### src/rtl/hdlc_tx_framer.sv
// HDLC transmit framer: start/end flags, zero-bit stuffing and abort sequence on a registered serial line.
// Tx_DataReady is registered and refers to the bit currently on Tx.
module hdlc_tx_framer #(
  parameter int unsigned MAX_FRAME_BYTES = 128
) (
  input  logic       Clk,
  input  logic       Rst,
  input  logic [7:0] Tx_Data,
  input  logic       Tx_DataValid,
  input  logic       Tx_Last,
  output logic       Tx_DataReady,
  input  logic       Tx_AbortFrame,
  output logic       Tx,
  output logic       Tx_ValidFrame,
  output logic       Tx_AbortedTrans,
  output logic       Tx_Done
);

  localparam int unsigned BitCntW  = 3;
  localparam int unsigned ByteCntW = 8;
  localparam int unsigned ByteW    = 8;
  localparam logic [ByteW-1:0] FlagPat  = 8'h7E;
  localparam logic [ByteW-1:0] AbortPat = 8'hFE;

  typedef enum logic [2:0] {IDLE, START_FLAG, DATA, END_FLAG, ABORT} stateT;

  stateT               state, stateNext;
  logic [BitCntW-1:0]  bitCnt, bitCntNext, bitInc;
  logic [BitCntW-1:0]  onesCnt, onesNext;
  logic [ByteCntW-1:0] byteCnt, byteCntNext;
  logic [ByteW-1:0]    shiftReg, shiftNext, nextByte;
  logic                lastByte, lastNext;
  logic                newByte, newByteNext;
  logic                stuffing, stuffNext;
  logic                dataBitNext;
  logic                frameActive, xfer, abortTrig;
  logic                txNext, validNext, readyNext, abortedNext, doneNext;

  // State, datapath and output registers
  always_ff @(posedge Clk) begin
    if (Rst) begin
      state           <= IDLE;
      bitCnt          <= '0;
      onesCnt         <= '0;
      byteCnt         <= '0;
      shiftReg        <= '0;
      lastByte        <= 1'b0;
      newByte         <= 1'b0;
      stuffing        <= 1'b0;
      Tx              <= 1'b1;
      Tx_ValidFrame   <= 1'b0;
      Tx_DataReady    <= 1'b0;
      Tx_AbortedTrans <= 1'b0;
      Tx_Done         <= 1'b0;
    end else begin
      state           <= stateNext;
      bitCnt          <= bitCntNext;
      onesCnt         <= onesNext;
      byteCnt         <= byteCntNext;
      shiftReg        <= shiftNext;
      lastByte        <= lastNext;
      newByte         <= newByteNext;
      stuffing        <= stuffNext;
      Tx              <= txNext;
      Tx_ValidFrame   <= validNext;
      Tx_DataReady    <= readyNext;
      Tx_AbortedTrans <= abortedNext;
      Tx_Done         <= doneNext;
    end
  end

  // Next state and datapath; state describes the bit currently on Tx
  always_comb begin
    stateNext   = state;
    bitCntNext  = bitCnt;
    onesNext    = onesCnt;
    byteCntNext = byteCnt;
    shiftNext   = shiftReg;
    lastNext    = lastByte;
    newByteNext = newByte;
    stuffNext   = 1'b0;
    dataBitNext = 1'b1;
    bitInc      = bitCnt + BitCntW'(1);

    frameActive = (state == START_FLAG) || (state == DATA) || (state == END_FLAG);
    abortTrig   = frameActive && (Tx_AbortFrame || (Tx_DataReady && !Tx_DataValid) ||
                  (Tx_DataReady && Tx_DataValid && (32'(byteCnt) >= MAX_FRAME_BYTES)));
    xfer        = Tx_DataReady && Tx_DataValid && !abortTrig;
    nextByte    = xfer ? Tx_Data : shiftReg;

    if (xfer) begin
      shiftNext   = Tx_Data;
      lastNext    = Tx_Last;
      byteCntNext = (byteCnt == '1) ? byteCnt : byteCnt + ByteCntW'(1);
    end

    case (state)
      IDLE: begin
        if (Tx_DataValid) begin
          stateNext   = START_FLAG;
          bitCntNext  = '0;
          byteCntNext = '0;
        end
      end
      START_FLAG: begin
        if (bitCnt == BitCntW'(7)) begin
          stateNext   = DATA;
          bitCntNext  = '0;
          dataBitNext = Tx_Data[0];
          onesNext    = BitCntW'(Tx_Data[0]);
          newByteNext = 1'b0;
        end else begin
          bitCntNext = bitInc;
        end
      end
      DATA: begin
        if (!stuffing && (onesCnt == BitCntW'(5))) begin
          // A byte accepted here is held until the stuff bit has gone out
          stuffNext   = 1'b1;
          onesNext    = '0;
          newByteNext = xfer;
        end else if ((bitCnt == BitCntW'(7)) && lastByte && !newByte) begin
          stateNext  = END_FLAG;
          bitCntNext = '0;
          onesNext   = '0;
        end else begin
          bitCntNext  = bitInc;
          dataBitNext = nextByte[bitInc];
          onesNext    = dataBitNext ? onesCnt + BitCntW'(1) : '0;
          newByteNext = 1'b0;
        end
      end
      END_FLAG, ABORT: begin
        if (bitCnt == BitCntW'(7)) begin
          stateNext  = IDLE;
          bitCntNext = '0;
        end else begin
          bitCntNext = bitInc;
        end
      end
      default: stateNext = IDLE;
    endcase

    if (abortTrig) begin
      stateNext   = ABORT;
      bitCntNext  = '0;
      onesNext    = '0;
      stuffNext   = 1'b0;
      newByteNext = 1'b0;
    end
  end

  // Registered output values for the bit about to be placed on Tx
  always_comb begin
    txNext      = 1'b1;
    validNext   = 1'b0;
    readyNext   = 1'b0;
    abortedNext = 1'b0;
    doneNext    = (state == END_FLAG) && (stateNext == IDLE);
    case (stateNext)
      START_FLAG: begin
        txNext    = FlagPat[bitCntNext];
        validNext = 1'b1;
        readyNext = (bitCntNext == BitCntW'(7));
      end
      DATA: begin
        txNext    = stuffNext ? 1'b0 : dataBitNext;
        validNext = 1'b1;
        readyNext = (bitCntNext == BitCntW'(7)) && !stuffNext && !lastNext;
      end
      END_FLAG: begin
        txNext    = FlagPat[bitCntNext];
        validNext = 1'b1;
      end
      ABORT: begin
        txNext      = AbortPat[bitCntNext];
        abortedNext = (state != ABORT);
      end
      default: txNext = 1'b1;
    endcase
  end

endmodule

### config.mk
export PLATFORM = sky130hd
export DESIGN_NAME = hdlc_tx_framer
export DESIGN_NICKNAME = d
export VERILOG_FILES = /design/src/rtl/hdlc_tx_framer.sv
export SDC_FILE = /design/constraint.sdc
export NUM_CORES = 1
export LEC_CHECK = 0
export CAP_MARGIN = 15
export CORE_MARGIN = 2
export CORE_UTILIZATION = 28
export CTS_BUF_LIST = sky130_fd_sc_hd__clkbuf_2
export DETAILED_ROUTE_END_ITERATION = 10
export PLACE_DENSITY = 0.44
export SYNTH_ARGS = -nofsm -noshare
export SYNTH_HDL_FRONTEND = slang
export SYNTH_SLANG_ARGS = --single-unit
### constraint.sdc
create_clock -name Clk -period 3.05 [get_ports Clk]
set_input_delay 0.4575 -clock Clk [delete_from_list [all_inputs] [get_ports Clk]]
set_output_delay 0.4575 -clock Clk [all_outputs]
set_load 0.02 [all_outputs]
# Yosys cells after proc, flatten, opt, wreduce, memory -nomap -nowiden
# Memory sizes are Yosys's and may differ from the RTL's.
# Index checks and enable logic that the tools add are counted.
[totals] mem_count=2 elab_cells=112 output_inout_bits=5 rom_bits=16 inputBits=13 regBits=33
[classes] reduce_logical=32 mux=43 add_sub_neg=3 n_bitwise=1 n_eq_ne=15 order_cmp=3
[mem_list] memory="(no name shown)" words=8 width=1 rd=1 rd_ports_with_merged_regs=0 write_ports=0 line="176" rtl="txNext = AbortPat[bitCntNext];"
[mem_list] memory="(no name shown)" words=8 width=1 rd=1 rd_ports_with_merged_regs=0 write_ports=0 line="172" rtl="txNext = FlagPat[bitCntNext];"
[op_table] cell="3-bit two-way mux" count=15
[op_table] cell="8-bit two-way mux" count=5
[op_table] cell="3-bit equality test, second input constant" count=5
[op_table] cell="1-bit two-way mux" count=15
[op_table] cell="3-bit by 2-bit equality test with 1-bit output, second input constant" count=4
[op_table] cell="3-bit case mux with 4 select lines" count=1
[op_table] cell="1-bit logical AND" count=11
[op_table] cell="3-bit case mux with 3 select lines" count=1
[op_table] cell="8-bit by 1-bit adder with 8-bit output, second input constant" count=1
[op_table] cell="8-bit equality test, second input constant" count=1
[op_table] cell="8-bit >= comparator, second input constant" count=1
[op_table] cell="3-bit by 4-bit < comparator with 1-bit output, second input constant" count=2
[op_table] cell="2-bit OR reduction" count=4
[op_table] cell="3-bit by 1-bit adder with 3-bit output, second input constant" count=2
[op_table] cell="3-bit by 1-bit equality test with 1-bit output, second input constant" count=2
[op_table] cell="1-bit logical NOT" count=6
[op_table] cell="3-bit logical NOT" count=2
[op_table] cell="3-bit inequality test, second input constant" count=2
[op_table] cell="1-bit case mux with 2 select lines" count=3
[op_table] cell="3-bit case mux with 2 select lines" count=1
[op_table] cell="3-bit OR reduction" count=2
[op_table] cell="1-bit logical OR" count=4
[op_table] cell="1-bit binary-select mux with 3-bit select" count=1
[op_table] cell="1-bit case mux with 3 select lines" count=1
[op_table] cell="5 further kinds" count=5

# Logic depth before layout (Yosys ltp)
[depth] ltp_word=15 mapped_depth=9 ltp_nobuf=9

# Worst setup path before layout
# OpenSTA, ideal clock, no wires.
[synth_timing] kind="register to register" startpoint="register bitCnt[0]" endpoint="register Tx" required_ns=2.928 setup_time_ns=0.122 t_arrival_ns=2.072 synth_period_minus_slack_ns=2.194 path_buffers=0 path_stages_with_launch=10 path_slack_ns=0.856 path_cell_list="dfxtp_1 > ha_1 > ha_1 > or4b_1 > o21a_1 > nand2_1 > o211ai_1 > a21oi_1 > o21bai_1 > a221o_1"
[synth_between] elab_chain_cells=10 word_cells_on_any_way=33 cone_classes="add/sub: 1; eq/ne: 5; mux: 22; reduce/logical: 3; memory: 2"
[synth_lines] element="start: declaration" line="28" rtl="logic [BitCntW-1:0] bitCnt, bitCntNext, bitInc;"
[synth_lines] element="start signal: assignment" line="57" rtl="bitCnt <= bitCntNext;"
[synth_lines] element="branches (longest 9 deep; another with 3-bit by 1-bit adder with 3-bit output)"
[synth_lines] element="1-bit case mux with 3 select lines *" line="160" rtl="case (stateNext)"
[synth_lines] element="end signal: assignment" line="64" rtl="Tx <= txNext;"
[synth_lines] element="end: declaration" line="13" rtl="output logic Tx,"
# Mark *: on every way between the ends. The select of a mux whose other input is x is not followed.
# A chain may end at the register's enable or synchronous reset.

# Final worst setup path
[layout_timing] startpoint="register bitCnt[1]" endpoint="register Tx"
# The elaborated chain is that of the path after synthesis.

==> impl_metrics.ini <==
[run_status]
outcome = finished, final reports clean

[floorplan]
dieArea_sq_um = 7462
coreArea_sq_um = 6681
die_w_um = 86.39
dieHeight_um = 86.39
start_util_pct = 28.45
core.rowCount = 30
ioPinCount = 18

[clocking]
hold_buffers = 0
insertion_delay_ns = 0.39
cts_resized = 0
cts_made_buffers = 5
clock_sinks = 33
clk_pin_slew_worst_paths_ns = 0.18
clock_path_buffers = 2
h-tree-depth = 2
cts_tree = yes
post-cts-setup-buffers = 0
clockRootBuffer = clkbuf_2

[worst_hold_path]
holdPathStages = 2
hold_end = shiftReg[2]$_SDFF_PP0_
hp-class = reg -> reg
hold_start = shiftReg[2]$_SDFF_PP0_

[finish]
final_cell_mix = 33 x dfxtp_1, 28 x nand2_1, 26 x nor2_1
final_cells = 336
drive_gt1_share_pct = 10.16
nets = 275
n_fill_cell = 730
final_common_cell = dfxtp_1
diodes = 0
stdcell_area_sq_um = 2195
area_growth_pct = 15.47

[global_routing]
antenna_found_initial = 0
grt_max_degree = 23
gr-usage-all-layers_pct = 14.21
grt-ovfl-total = 0
grt_pass1_vias = 1651
grt_pass1_wl_mm = 8.217

[logic_synthesis]
synth_ff_type = dfxtp_1
syn_area_per_cell_sq_um = 8.053
yosysUniqueCellTypes = 58
synth_cells = 236
yosys_warnings = 0
netlist_area_sq_um = 1901
synth_nets = 255
seq_area_frac_synth_pct = 34.76
synth-seq-cells = 33
ys_async_sr_fraction_pct = 0
synth_edf_count = 0

[placed_design]
port_buffers = 17
dpl.hpwl_mm = 3.682
dpl.cell_count = 329
placed_area_sq_um = 2161
gp_congestion = 0.7864

[critical_path]
cp.arrival_ns = 2.80
cp_max_fo = 7
startpoint_type = flip-flop
path_class = reg -> reg
end_kind = flip-flop
reg2reg_depth = 8
ff2ff_setup_slack_ns = 0.56
r2r-end = Tx$_SDFF_PP1_
reg2reg_from = bitCnt[1]$_SDFF_PP0_
required_ns = 3.36

[pwr]
p_leak_nw = 0.8085
ir_worst_vdd_uv = 147.6
p_total_mw = 0.8411
p_per_area_nw_per_um2 = 383.3

[routing]
viasPerCell = 5.259
finalWirelength_mm = 5.006
antenna_left = 0
first_pass_iters = 4
wl_per_cell_um = 14.90
drtIter0Drc = 122
drc = 0
num_vias = 1767

[timing]
setup-tns-final_ns = 0
hold_viol = 0
slew_headroom_pct = 65.40
fin_crit_sh_pct = 81.63
rsz0062_at_grt = false
tightest_slew_ns = 0.5171
clock_skew_ns = 0.005030
setup_viol = 0
whs_ns = 0.4651
maxSlewViolCount = 0
fmax_ghz = 0.4016
post-route-min-period_ns = 2.490

[flow_run]
maxCapViolCount = 0
-- state kept, by name, summed over array words and instances, names as in the netlist, named ones only --
name	cells
shiftReg	8
Tx_ValidFrame	1
Tx_Done	1
bitCnt	3
lastByte	1
Tx_DataReady	1
Tx_AbortedTrans	1
byteCnt	7
state	3
newByte	1
onesCnt	3
Tx	1
stuffing	1
-- synth_stat cells, drive strengths merged (2+ instances only) --
library cell / instances / area share (%)
o21bai: 2 / 0.99
o21ai: 4 / 1.6
a31oi: 3 / 1.3
nor2: 26 / 5.1
nand2: 28 / 5.5
dfxtp: 33 / 35
a22oi: 4 / 1.8
nor3: 7 / 2.1
and2: 3 / 0.99
a311oi: 2 / 1.8
nand4: 2 / 0.66
nand3: 11 / 2.9
ha: 6 / 3.9
clkbuf: 5 / 0.99
nand2b: 6 / 2.0
nor4: 3 / 0.99
a211oi: 4 / 1.6
buf: 3 / 1.1
o21ba: 2 / 1.4
o32ai: 3 / 1.4
a21oi: 22 / 5.8
and3: 5 / 1.6
nand4b: 2 / 0.92
or2: 8 / 2.6
nor2b: 3 / 0.99
inv: 9 / 1.8
o211ai: 8 / 3.2
nor3b: 2 / 0.79
nand3b: 2 / 0.79
-- logic make-up after synthesis --
group / synth area share, %
compound gates: 25.41
xor+xnor: 0.4609
fa+ha+maj: 3.950
buf+inv: 3.884
flops: 34.76
mux: 1.119
simple gates: 30.42
-- power breakdown --
part | internal [mW] | switching (mW)
combinational | 0.0718 | 0.101
sequential | 0.442 | 0.0121
clock | 0.0534 | 0.161
total | 0.567 | 0.274
-- routing by layer --
layer | routed length, um | track usage (%)
met2 | 2206 | 21.54
met4 | 73 | 4.688
met5 | 0 | 0
met3 | 184 | 3.619
met1 | 2541 | 19.70
-- through the flow --
stage | worst slack (ns) | utilization [%]
final | 0.5602 | 32.85
after global placement | 0.2421 | 32.34
after global routing | 0.3829 | 32.85
after floorplan | 0.8562 | -
after CTS | 0.5981 | 32.85
after detailed placement | 0.2408 | 32.34
-- cell type report --
type / instances / area [sq um] / area share (%)
multi-input combinational: 186 / 1166 / 53.14
sequential: 33 / 660.6 / 30.10
timing repair buffer: 21 / 200.2 / 9.122
tap: 80 / 100.1 / 4.561
inverter: 9 / 33.78 / 1.539
clock buffer: 6 / 30.03 / 1.368
clock inverter: 1 / 3.754 / 0.1710
-- worst max-delay path: stages, from the launching register on --
cell	delay, ns
dfxtp_1	0.43
ha_1	0.19
ha_1	0.32
nand3b_1	0.18
o32ai_1	0.31
o21ai_1	0.23
and2_1	0.25
o21bai_1	0.16
a221o_1	0.33
-- worst max path at each step --
stage | startpoint | end | slack, ns | depth (start not counted)
5_1_grt | bitCnt[1]$_SDFF_PP0_ | Tx$_SDFF_PP1_ | 0.38 | 8
3_3_place_gp | Tx_DataValid | Tx$_SDFF_PP1_ | 0.24 | 8
3_5_place_dp | Tx_DataValid | Tx$_SDFF_PP1_ | 0.24 | 8
4_1_cts | bitCnt[1]$_SDFF_PP0_ | Tx$_SDFF_PP1_ | 0.60 | 9
2_1_floorplan | bitCnt[0]$_SDFF_PP0_ | Tx$_SDFF_PP1_ | 0.86 | 9
6_report | bitCnt[1]$_SDFF_PP0_ | Tx$_SDFF_PP1_ | 0.56 | 8
Note: power is estimated with default switching activity, not from simulation.
